===== config.mk =====
export PLATFORM = sky130hd
export DESIGN_NAME = alu_seq
export DESIGN_NICKNAME = d
export VERILOG_FILES = /design/src/rtl/alu_seq.sv
export SDC_FILE = /design/constraint.sdc
export NUM_CORES = 1
export LEC_CHECK = 0
export BUFFER_PORTS_ARGS = -buffer_cell sky130_fd_sc_hd__buf_2
export CAP_MARGIN = 5
export CORE_MARGIN = 4
export CORE_UTILIZATION = 25
export DETAILED_ROUTE_END_ITERATION = 12
export HOLD_SLACK_MARGIN = 0.12
export RECOVER_POWER = 50
export SYNTH_ARGS = -nofsm -noshare
export SYNTH_HDL_FRONTEND = slang
export SYNTH_SLANG_ARGS = --single-unit

===== constraint.sdc =====
create_clock -name clk -period 3.1 [get_ports clk]
set_input_delay 0.155 -clock clk [delete_from_list [all_inputs] [get_ports clk]]
set_output_delay 0.155 -clock clk [all_outputs]
set_load 0.05 [all_outputs]

===== src/rtl/alu_seq.sv =====
// Registered EX-stage ALU: single-cycle logic/arith ops plus iterative MULU/DIVU under a valid/ready handshake.
// Optional signed MUL/DIV (aluop 1101/1110) is enabled by defining ALU_SIGNED_MD_EN.
module alu_seq #(
  parameter int WIDTH = 32,
  parameter int CNTW  = 6
) (
  input  logic             clk,
  input  logic             rst,
  input  logic             in_valid,
  output logic             in_ready,
  input  logic [WIDTH-1:0] A,
  input  logic [WIDTH-1:0] B,
  input  logic [3:0]       aluop,
  output logic             out_valid,
  output logic [WIDTH-1:0] C,
  output logic [WIDTH-1:0] hi,
  output logic             zero,
  output logic             overflow,
  output logic             div_by_zero
);

  localparam logic [1:0] ST_IDLE = 2'd0;
  localparam logic [1:0] ST_MUL  = 2'd1;
  localparam logic [1:0] ST_DIV  = 2'd2;

  localparam logic [3:0] OP_SLT  = 4'b0000;
  localparam logic [3:0] OP_AND  = 4'b0001;
  localparam logic [3:0] OP_OR   = 4'b0010;
  localparam logic [3:0] OP_NOT  = 4'b0011;
  localparam logic [3:0] OP_XOR  = 4'b0100;
  localparam logic [3:0] OP_ADD  = 4'b0101;
  localparam logic [3:0] OP_SUB  = 4'b0110;
  localparam logic [3:0] OP_INC  = 4'b0111;
  localparam logic [3:0] OP_DEC  = 4'b1000;
  localparam logic [3:0] OP_CLR  = 4'b1001;
  localparam logic [3:0] OP_SLTU = 4'b1010;
  localparam logic [3:0] OP_MULU = 4'b1011;
  localparam logic [3:0] OP_DIVU = 4'b1100;
  localparam logic [3:0] OP_MULS = 4'b1101;
  localparam logic [3:0] OP_DIVS = 4'b1110;

  localparam int M = WIDTH - 1;
  localparam logic [WIDTH-1:0] MAX_POS = {1'b0, {(WIDTH-1){1'b1}}};
  localparam logic [WIDTH-1:0] MIN_NEG = {1'b1, {(WIDTH-1){1'b0}}};

  logic [1:0]       state_q, state_d;
  logic [CNTW-1:0]  cnt_q, cnt_d;
  logic [WIDTH-1:0] acc_q, acc_d, lo_q, lo_d, opnd_q, opnd_d;
  logic [WIDTH-1:0] a_q, a_d, b_q, b_d;
  logic [3:0]       op_q, op_d;
  logic             eq_q, eq_d, sc_q, sc_d;
  logic [WIDTH-1:0] c_q, c_d, hi_q, hi_d;
  logic             zero_q, zero_d, ovf_q, ovf_d, dbz_q, dbz_d, ov_q, ov_d;

  logic             md_signed_in, md_signed_q;
  logic             accept, mul_in, div_in;
  logic [WIDTH-1:0] mag_a_in, mag_b_in;
  logic [WIDTH-1:0] add_r, sub_r;
  logic [WIDTH-1:0] sc_c, sc_hi;
  logic             sc_ovf, sc_dbz;
  logic [WIDTH:0]   mul_sum, div_shift, div_trial;
  logic [WIDTH-1:0] acc_n, lo_n;
  logic [2*WIDTH-1:0] prod;
  logic [WIDTH-1:0] fin_c, fin_hi;
  logic             fin_ovf;

`ifdef ALU_SIGNED_MD_EN
  assign md_signed_in = (aluop == OP_MULS) || (aluop == OP_DIVS);
  assign md_signed_q  = (op_q == OP_MULS) || (op_q == OP_DIVS);
`else
  assign md_signed_in = 1'b0;
  assign md_signed_q  = 1'b0;
`endif

  assign in_ready = (state_q == ST_IDLE);
  assign accept   = in_valid && in_ready;
  assign mul_in   = (aluop == OP_MULU) || (md_signed_in && aluop == OP_MULS);
  assign div_in   = ((aluop == OP_DIVU) || (md_signed_in && aluop == OP_DIVS)) && (B != '0);
  // Signed ops iterate on magnitudes; signs are restored from a_q/b_q on the last cycle.
  assign mag_a_in = (md_signed_in && A[M]) ? -A : A;
  assign mag_b_in = (md_signed_in && B[M]) ? -B : B;
  assign add_r    = a_q + b_q;
  assign sub_r    = a_q - b_q;

  always_comb begin
    sc_c   = '0;
    sc_hi  = '0;
    sc_ovf = 1'b0;
    sc_dbz = 1'b0;
    case (op_q)
      OP_SLT:  sc_c[0] = ($signed(a_q) < $signed(b_q));
      OP_AND:  sc_c = a_q & b_q;
      OP_OR:   sc_c = a_q | b_q;
      OP_NOT:  sc_c = ~a_q;
      OP_XOR:  sc_c = a_q ^ b_q;
      OP_ADD: begin
        sc_c   = add_r;
        sc_ovf = (a_q[M] == b_q[M]) && (add_r[M] != a_q[M]);
      end
      OP_SUB: begin
        sc_c   = sub_r;
        sc_ovf = (a_q[M] != b_q[M]) && (sub_r[M] != a_q[M]);
      end
      OP_INC: begin
        sc_c   = a_q + WIDTH'(1);
        sc_ovf = (a_q == MAX_POS);
      end
      OP_DEC: begin
        sc_c   = a_q - WIDTH'(1);
        sc_ovf = (a_q == MIN_NEG);
      end
      OP_SLTU: sc_c[0] = (a_q < b_q);
      // Only divide-by-zero reaches the single-cycle path for a divide opcode.
      OP_DIVU: begin
        sc_c   = '1;
        sc_hi  = a_q;
        sc_dbz = 1'b1;
      end
      OP_DIVS: if (md_signed_q) begin
        sc_c   = '1;
        sc_hi  = a_q;
        sc_dbz = 1'b1;
      end
      default: sc_c = '0;
    endcase
  end

  always_comb begin
    mul_sum   = {1'b0, acc_q} + (lo_q[0] ? {1'b0, opnd_q} : '0);
    div_shift = {acc_q, lo_q[M]};
    div_trial = div_shift - {1'b0, opnd_q};
    acc_n     = acc_q;
    lo_n      = lo_q;
    if (state_q == ST_MUL) begin
      acc_n = mul_sum[WIDTH:1];
      lo_n  = {mul_sum[0], lo_q[WIDTH-1:1]};
    end else if (state_q == ST_DIV) begin
      acc_n = div_trial[WIDTH] ? div_shift[WIDTH-1:0] : div_trial[WIDTH-1:0];
      lo_n  = {lo_q[WIDTH-2:0], ~div_trial[WIDTH]};
    end
  end

  always_comb begin
    prod    = {acc_n, lo_n};
    fin_c   = lo_n;
    fin_hi  = acc_n;
    fin_ovf = 1'b0;
    if (state_q == ST_MUL) begin
      if (md_signed_q && (a_q[M] ^ b_q[M])) prod = -prod;
      fin_c  = prod[WIDTH-1:0];
      fin_hi = prod[2*WIDTH-1:WIDTH];
    end else if (md_signed_q) begin
      if (a_q[M] ^ b_q[M]) fin_c = -lo_n;
      if (a_q[M])          fin_hi = -acc_n;
      fin_ovf = (a_q == MIN_NEG) && (b_q == '1);
    end
  end

  always_comb begin
    state_d = state_q;
    cnt_d   = cnt_q;
    acc_d   = acc_q;
    lo_d    = lo_q;
    opnd_d  = opnd_q;
    a_d     = a_q;
    b_d     = b_q;
    op_d    = op_q;
    eq_d    = eq_q;
    sc_d    = 1'b0;
    c_d     = c_q;
    hi_d    = hi_q;
    zero_d  = zero_q;
    ovf_d   = ovf_q;
    dbz_d   = dbz_q;
    ov_d    = 1'b0;

    if (sc_q) begin
      c_d    = sc_c;
      hi_d   = sc_hi;
      zero_d = eq_q;
      ovf_d  = sc_ovf;
      dbz_d  = sc_dbz;
      ov_d   = 1'b1;
    end

    case (state_q)
      ST_IDLE: if (accept) begin
        a_d  = A;
        b_d  = B;
        op_d = aluop;
        eq_d = (A == B);
        if (mul_in) begin
          state_d = ST_MUL;
          cnt_d   = CNTW'(WIDTH - 1);
          acc_d   = '0;
          lo_d    = mag_b_in;
          opnd_d  = mag_a_in;
        end else if (div_in) begin
          state_d = ST_DIV;
          cnt_d   = CNTW'(WIDTH - 1);
          acc_d   = '0;
          lo_d    = mag_a_in;
          opnd_d  = mag_b_in;
        end else begin
          sc_d = 1'b1;
        end
      end
      ST_MUL, ST_DIV: begin
        acc_d = acc_n;
        lo_d  = lo_n;
        cnt_d = cnt_q - CNTW'(1);
        if (cnt_q == '0) begin
          state_d = ST_IDLE;
          c_d     = fin_c;
          hi_d    = fin_hi;
          zero_d  = eq_q;
          ovf_d   = fin_ovf;
          dbz_d   = 1'b0;
          ov_d    = 1'b1;
        end
      end
      default: state_d = ST_IDLE;
    endcase
  end

  always_ff @(posedge clk) begin
    if (rst) begin
      state_q <= ST_IDLE;
      cnt_q   <= '0;
      acc_q   <= '0;
      lo_q    <= '0;
      opnd_q  <= '0;
      a_q     <= '0;
      b_q     <= '0;
      op_q    <= '0;
      eq_q    <= 1'b0;
      sc_q    <= 1'b0;
      c_q     <= '0;
      hi_q    <= '0;
      zero_q  <= 1'b0;
      ovf_q   <= 1'b0;
      dbz_q   <= 1'b0;
      ov_q    <= 1'b0;
    end else begin
      state_q <= state_d;
      cnt_q   <= cnt_d;
      acc_q   <= acc_d;
      lo_q    <= lo_d;
      opnd_q  <= opnd_d;
      a_q     <= a_d;
      b_q     <= b_d;
      op_q    <= op_d;
      eq_q    <= eq_d;
      sc_q    <= sc_d;
      c_q     <= c_d;
      hi_q    <= hi_d;
      zero_q  <= zero_d;
      ovf_q   <= ovf_d;
      dbz_q   <= dbz_d;
      ov_q    <= ov_d;
    end
  end

  assign C           = c_q;
  assign hi          = hi_q;
  assign zero        = zero_q;
  assign overflow    = ovf_q;
  assign div_by_zero = dbz_q;
  assign out_valid   = ov_q;

endmodule


==> results of run 1 <==
==> layout make-up <==
type / instances / area [um2] / share of cell area, %
clock inverter: 18 / 302.8 / 0.9163
clock buffer: 38 / 840.8 / 2.544
inverter: 165 / 624.3 / 1.889
tap: 1176 / 1471 / 4.453
timing repair buffer: 841 / 6456 / 19.54
multi-input combinational: 2537 / 18450 / 55.84
sequential: 242 / 4896 / 14.82
==> stage by stage <==
stage               worst slack, ns  utilization, %  TNS [ns]
floorplan                  -0.03390               -  -0.03390
global placement            -0.4348           31.77    -14.74
detailed placement          -0.4774           31.77    -17.54
CTS                         -0.1335           35.22   -0.3194
global route                -0.2784           36.66    -7.535
finish                      -0.1722           36.66    -2.155
==> logic make-up after synthesis <==
logic type | Yosys count
multiplexers | 114
buffers and inverters | 386
adder cells (fa/ha/maj) | 181
AO/OA/AOI/OAI | 1086
flip-flops | 242
XOR/XNOR | 107
AND/OR/NAND/NOR | 1049
==> placed cells by master (no fill, tap or decap), drive strengths merged, types with 11 or more instances in the layout <==
cell           n
buf          697
clkbuf       112
dfxtp        242
nand2        315
a31oi         60
a221o         17
o21bai        23
a21oi        355
mux2i         79
o2111ai       16
a21o          48
o21ai        168
or3           20
nand3         54
o31ai         14
nand4         35
nor2b         16
xnor2         88
nand2b        24
nor4          32
o211ai        33
o21a          13
xor2          19
ha           177
and3          15
nor3         100
a2111oi       17
and2          45
a211oi       112
clkinv        11
o22ai         31
a22oi         19
o221ai        28
dlygate4sd3   70
a221oi        30
or2           12
mux2          35
inv          163
nor2         346
a311oi        11
==> synthesized netlist by cell type (45+ instances only) <==
cell      count
a211oi_1    110
a21o_1       48
a21oi_1     347
a31oi_1      59
and2_1       45
clkbuf_1    173
dfxtp_1     242
ha_1        177
inv_1       163
mux2i_1      79
nand2_1     314
nand3_1      54
nor2_1      344
nor3_1       97
o21ai_0     160
xnor2_1      88
==> worst max-delay path: cells and delay by family (launching register included) <==
family	cells	cell delay [ns]
DFF	1	0.32
buffers and inverters	4	0.40
adders and majority gates	2	0.48
AOI/OAI and AO/OA	8	1.69
and+or+nand+nor	2	0.29
==> per-layer routing <==
| metal | up-vias | track usage, % | routed length [um] |
|---|---|---|---|
| met5 | - | 0 | 31 |
| met4 | 4 | 8.930 | 5483 |
| met3 | 321 | 5.413 | 13870 |
| met2 | 1741 | 35.91 | 50780 |
| met1 | 13530 | 32.29 | 49500 |
| li1 | 12900 | - | - |
==> how the worst max path moves through the flow <==
stage	from	to	cells after the start
after CTS	lo_q[31]	hi[27]	16
after global routing	lo_q[31]	hi[27]	16
after floorplan	lo_q[0]	acc_q[31]	13
after detailed placement	lo_q[0]	acc_q[28]	15
after global placement	a_q[0]	C[28]	16
final	lo_q[31]	hi[27]	16
==> power groups by stage <==
stage	clock network, uW	logic (uW)	registers (uW)
final	4180	4270	3370
after global routing	4320	4470	3380
after CTS	4190	3800	3360
after detailed placement	0	3510	3430
after global placement	0	3500	3430
after floorplan	0	1840	3520
==> sequential cells by signal, summed over array words and instances (netlist names), 2 cells and up <==
signal,flops
op_q,4
cnt_q,6
opnd_q,32
hi,32
state_q,2
a_q,32
C,32
acc_q,32
b_q,32
lo_q,32
==> repair_timing <==
action	4_1_cts	5_1_grt
pin swaps	83	149
hold endpoints to repair	119	0
resized for setup	193	266
hold buffers	70	0
cloned	0	2
endpoints found under the setup margin	78	83
buffers inserted	35	35
==> impl_metrics.json, run 1 <==
{
  "outcome": "finished with violations",
  "violations": "capacitance limit, slew limit, setup timing",
  "rr_worst_depth": 16,
  "fmax_mhz": 305.6,
  "synth.top_cell.area_share_pct": 21.27,
  "areaGrowthSynthToFinish_pct": 45.05,
  "holdWs_ns": 0.3455,
  "p_seq_share_pct": 28.5,
  "synthesis.instances": 3165,
  "ys_types": 102,
  "hold_viol": 0,
  "power_frac_clock_pct": 35.4,
  "die_w_um": 309.9,
  "ys_seq_area_share_pct": 21.27,
  "synth-warning-count": 0,
  "synthAdderAreaFrac_pct": 10.07,
  "cts.path.max_buffers": 3,
  "rows": 110,
  "place_congestion": 0.9933,
  "dieArea_mm2": 0.09602,
  "hpwlAfterDp_um": 90040,
  "cts.sinks": 242,
  "layout-drive-gt1-share_pct": 29.71,
  "clkLatencyLatePin_ns": 0.63,
  "grt_max_degree": 82,
  "grt_pass1_wl_um": 171800,
  "whs_path_depth": 6,
  "crit_path_top_delay_cell": "a311o_1",
  "setup_slack_ns": -0.1722,
  "crit_top_cell": "inv_2",
  "worstMarginPinSlew_ns": 1.747,
  "hold_end": "state_q[1]",
  "synth_compound_area_share_pct": 31.50,
  "overflow": 0,
  "ant_nets": 0,
  "rsz0062_at_grt": "yes",
  "cts-root-buf": "clkbuf_16",
  "r2r_end": "hi[27]",
  "hp-class": "input port to flop",
  "drt_iter0_drc": 4015,
  "initial_core_util_pct": 25.27,
  "io_buffer_count": 139,
  "async_reset_ff_share_pct": 0,
  "diodes": 0,
  "avgSynthCellArea_um2": 7.198,
  "combPwrFrac_pct": 36.1,
  "path_max_fanout": 3,
  "relSlewSlack_pct": -16.49,
  "maxCapViolations": 1,
  "yosys.area.top_type": "dfxtp_1",
  "finalMaxSlewViolations": 69,
  "finalClockSkew_ns": 0.02672,
  "ys_seq_elements": 242,
  "setup_violations": 34,
  "fin_crit_sh_pct": 105.6,
  "design_area_mm2": 0.03305,
  "cp_data_arrival_time_ns": 3.81,
  "yosys_most_used_dff": "dfxtp_1",
  "vias": 28490,
  "r2r_slack_ns": -0.17,
  "via_per_inst": 5.679,
  "clkSlewWorstSetupHoldPaths_ns": 0.06,
  "synth_top_family_by_area": "compound AO/OA/AOI/OAI gates",
  "path_cells": "inv_2 -> ha_4 -> inv_2 -> fa_2 -> a21oi_2 -> o211ai_1 -> a31oi_2 -> o21ai_1 -> buf_4 -> a21oi_4 -> and3_4 -> nor2_4 -> buf_6 -> a2111o_1 -> a311o_1 -> a311oi_2",
  "crit_path_end_kind": "flop",
  "cts_tree": "built",
  "drt_wl_total_um": 119700,
  "placed_cells": 4827,
  "drtPass1Iterations": 6,
  "path_class": "flop to flop",
  "die_h_um": 309.9,
  "wl_per_cell_um": 23.85,
  "grt_pass1_vias": 26240,
  "synth_mux_area_share_pct": 5.201,
  "syn_area_mm2": 0.02278,
  "fill_cells": 9294,
  "hp-start": "in_valid",
  "crit_required_ns": 3.64,
  "placed_area_mm2": 0.02864,
  "synth-xor-area-share_pct": 4.114,
  "ir_drop_uv": 461.1,
  "start_kind": "flop",
  "antenna_found_initial": 6,
  "grtUsageTotal_pct": 23.54,
  "core_area_mm2": 0.09015,
  "cts_max_level": 1,
  "fin_crit_ns": 3.272,
  "yosys.area_share.simple_pct": 21.30,
  "fin_nets": 4069,
  "syn_nets": 3417,
  "intPower_uw": 7542,
  "stdcell_count": 5017,
  "cts_buffers": 30,
  "synth_edf_count": 0,
  "remaining_drc_errors": 0,
  "finalPower_uw": 11820,
  "cpPeakStageDelay_ns": 0.40,
  "pin_count": 140,
  "p_leak_uw": 0.01326,
  "p_sw_uw": 4278,
  "p_per_area_mw_per_mm2": 357.7,
  "synth_area_leaders": "dfxtp_1, ha_1, a21oi_1",
  "r2r-start": "lo_q[31]",
  "switching_share_pct": 36.19
}
Power figures use the tool's default switching activity.
==> run 2: changes to the inputs <==
--- a/config.mk
+++ b/config.mk
@@ -7,10 +7,13 @@
 export LEC_CHECK = 0
 export BUFFER_PORTS_ARGS = -buffer_cell sky130_fd_sc_hd__buf_2
 export CAP_MARGIN = 5
+export CELL_PAD_IN_SITES_DETAIL_PLACEMENT = 1
+export CELL_PAD_IN_SITES_GLOBAL_PLACEMENT = 2
 export CORE_MARGIN = 4
 export CORE_UTILIZATION = 25
 export DETAILED_ROUTE_END_ITERATION = 12
 export HOLD_SLACK_MARGIN = 0.12
+export PLACE_DENSITY_LB_ADDON = 0.1
 export RECOVER_POWER = 50
 export SYNTH_ARGS = -nofsm -noshare
 export SYNTH_HDL_FRONTEND = slang
==> run 2 against run 1 <==
Via count shrank 0.86%. The flow finishes with violations (setup timing). Power grew 8.7%. Cell count grew 2.3%. Global-route usage grew 4.9 points. Highest routed layer unchanged. Die area is the same. Critical endpoint is now hi[31]. Flip-flop and latch count is the same. Sequential share of layout area shrank 0.72 points. First-iteration DRC count shrank 53%.
==> impl_metrics.json, run 2 (synthesis results as in run 1) <==
{
  "outcome": "finished with violations",
  "violations": "setup timing",
  "areaGrowthSynthToFinish_pct": 52.13,
  "post-place-ws_ns": -0.8549,
  "finalMaxSlewViolations": 0,
  "overflow": 0,
  "fin_crit_sh_pct": 108.7,
  "clkSlewWorstSetupHoldPaths_ns": 0.06,
  "cp-startpoint": "lo_q[0]",
  "cts-root-buf": "clkbuf_16",
  "design_area_mm2": 0.03466,
  "start_kind": "flop",
  "drt_wl_total_um": 141600,
  "path_class": "flop to flop",
  "finalClockSkew_ns": 0.02258,
  "finalPower_uw": 12850,
  "io_buffer_count": 139,
  "cts.path.max_buffers": 3,
  "path_max_fanout": 8,
  "cp_data_arrival_time_ns": 3.79,
  "grt_max_degree": 78,
  "hpwlAfterDp_um": 109400,
  "grt_pass1_vias": 29450,
  "setup_violations": 52,
  "core_area_mm2": 0.09015,
  "r2r-start": "lo_q[0]",
  "cts_buffers": 37,
  "fill_cells": 10700,
  "hold_end": "opnd_q[14]",
  "tns_ns": -5.353,
  "layout-drive-gt1-share_pct": 33.23,
  "grt_pass1_wl_um": 203000,
  "cts_tree": "built",
  "crit_required_ns": 3.52,
  "final_common_cell": "buf_4",
  "ir_drop_uv": 342.1,
  "rr_worst_depth": 13,
  "p_per_area_mw_per_mm2": 370.8,
  "hold_viol": 0,
  "relSlewSlack_pct": 10.47,
  "antenna_found_initial": 3,
  "whs_path_depth": 4,
  "dieArea_mm2": 0.09602,
  "vias": 28250,
  "cts.sinks": 242,
  "initial_core_util_pct": 25.27,
  "grtUsageTotal_pct": 28.41,
  "die_w_um": 309.9,
  "rsz0062_at_grt": "yes",
  "worstMarginPinSlew_ns": 1.340,
  "fmax_mhz": 296.9,
  "rows": 110,
  "clkLatencyLatePin_ns": 0.58,
  "crit_path_end_kind": "flop",
  "hp-class": "input port to flop",
  "setup_slack_ns": -0.2686,
  "r2r_slack_ns": -0.27,
  "holdWs_ns": 0.1949,
  "drt_iter0_drc": 1870,
  "place_congestion": 0.9340,
  "via_per_inst": 5.504,
  "maxCapViolations": 0,
  "placed_area_mm2": 0.02925,
  "final_cell_mix": "buf_4, nor2_1, nand2_1, a21oi_1, dfxtp_1",
  "r2r_end": "hi[31]",
  "fin_nets": 4177,
  "pin_count": 140,
  "hp-start": "B[14]",
  "fin_crit_ns": 3.369,
  "ant_nets": 0,
  "wl_per_cell_um": 27.60,
  "drtPass1Iterations": 5,
  "p_leak_uw": 0.01400,
  "cts_max_level": 2,
  "remaining_drc_errors": 0,
  "die_h_um": 309.9
}
## run 2: changes by cell type in the layout (fill, tap and decap cells not counted), moves of 5 or more
| cell | previous run | this run |
|---|---|---|
| buf_4 | 577 | 654 |
| buf_6 | 30 | 48 |
| a21oi_1 | 313 | 300 |
| o21ai_0 | 127 | 114 |
| a21oi_2 | 32 | 44 |
| a211oi_1 | 98 | 88 |
| a211oi_2 | 11 | 19 |
| o21ai_2 | 13 | 20 |
| a221oi_1 | 25 | 20 |
| buf_12 | 18 | 23 |
| clkbuf_16 | 32 | 37 |
## run 2: layout make-up
type / instances / area [um2] / share of cell area (%)
inverters: 165 / 629.4 / 1.816
diodes: 2 / 5.005 / 0.01444
repair buffers: 942 / 7320 / 21.12
multi-input cells: 2537 / 19020 / 54.89
clock buffers: 50 / 1065 / 3.072
well taps: 1176 / 1471 / 4.245
clock inverters: 18 / 257.7 / 0.7437
flip-flops and latches: 242 / 4886 / 14.10
## run 2: power by group
| part | internal, uW | switching (uW) | total, uW |
|---|---|---|---|
| combinational | 2010 | 2750 | 4760 |
| clock | 2850 | 1870 | 4720 |
| sequential | 3240 | 132 | 3370 |
| total | 8100 | 4750 | 12900 |
## run 2: metrics by stage
| stage | cells | util, % |
|---|---|---|
| 2_1_floorplan | 3165 | - |
| 4_1_cts | 5092 | 37.17 |
| 6_report | 5132 | 38.45 |
| 3_3_place_gp | 4903 | 32.44 |
| 3_5_place_dp | 4903 | 32.44 |
| 5_1_grt | 5130 | 38.44 |
## run 2: worst max-delay path by stage
stage,endpoint,slack (ns),cells past startpoint
floorplan,acc_q[31],-0.03,13
global placement,C[22],-0.83,16
detailed placement,C[22],-0.85,16
CTS,hi[27],-0.27,15
global route,hi[27],-0.44,13
finish,hi[31],-0.27,13
## run 2: worst max-delay path: stages (launching register included)
cell,delay [ns]
dfxtp_2,0.34
buf_12,0.13
and2_4,0.15
buf_4,0.13
fa_2,0.39
a211oi_4,0.28
o21ai_4,0.13
o211ai_1,0.20
a2111oi_4,0.16
o311ai_4,0.38
a31oi_2,0.16
a2111o_1,0.52
nand3_2,0.13
a311oi_2,0.11
## run 2: timing repair
item                                   4_1_cts  5_1_grt
endpoints found under the hold margin       93        0
buffers inserted                            53       53
hold buffers                                74        0
cloned                                       1        0
pin swaps                                  169      160
gates resized for setup                    373      217
setup endpoints to repair                   92       91
## run 2: layer usage
| layer | share of wire [%] | vias to the layer above | GRT usage [%] |
|---|---|---|---|
| met3 | 4.1 | 244 | 2.840 |
| met4 | 4.3 | 2 | 9.567 |
| li1 | - | 13090 | - |
| met1 | 44 | 14180 | 37.27 |
| met2 | 47 | 734 | 48.83 |
| met5 | 0.0092 | - | 0 |
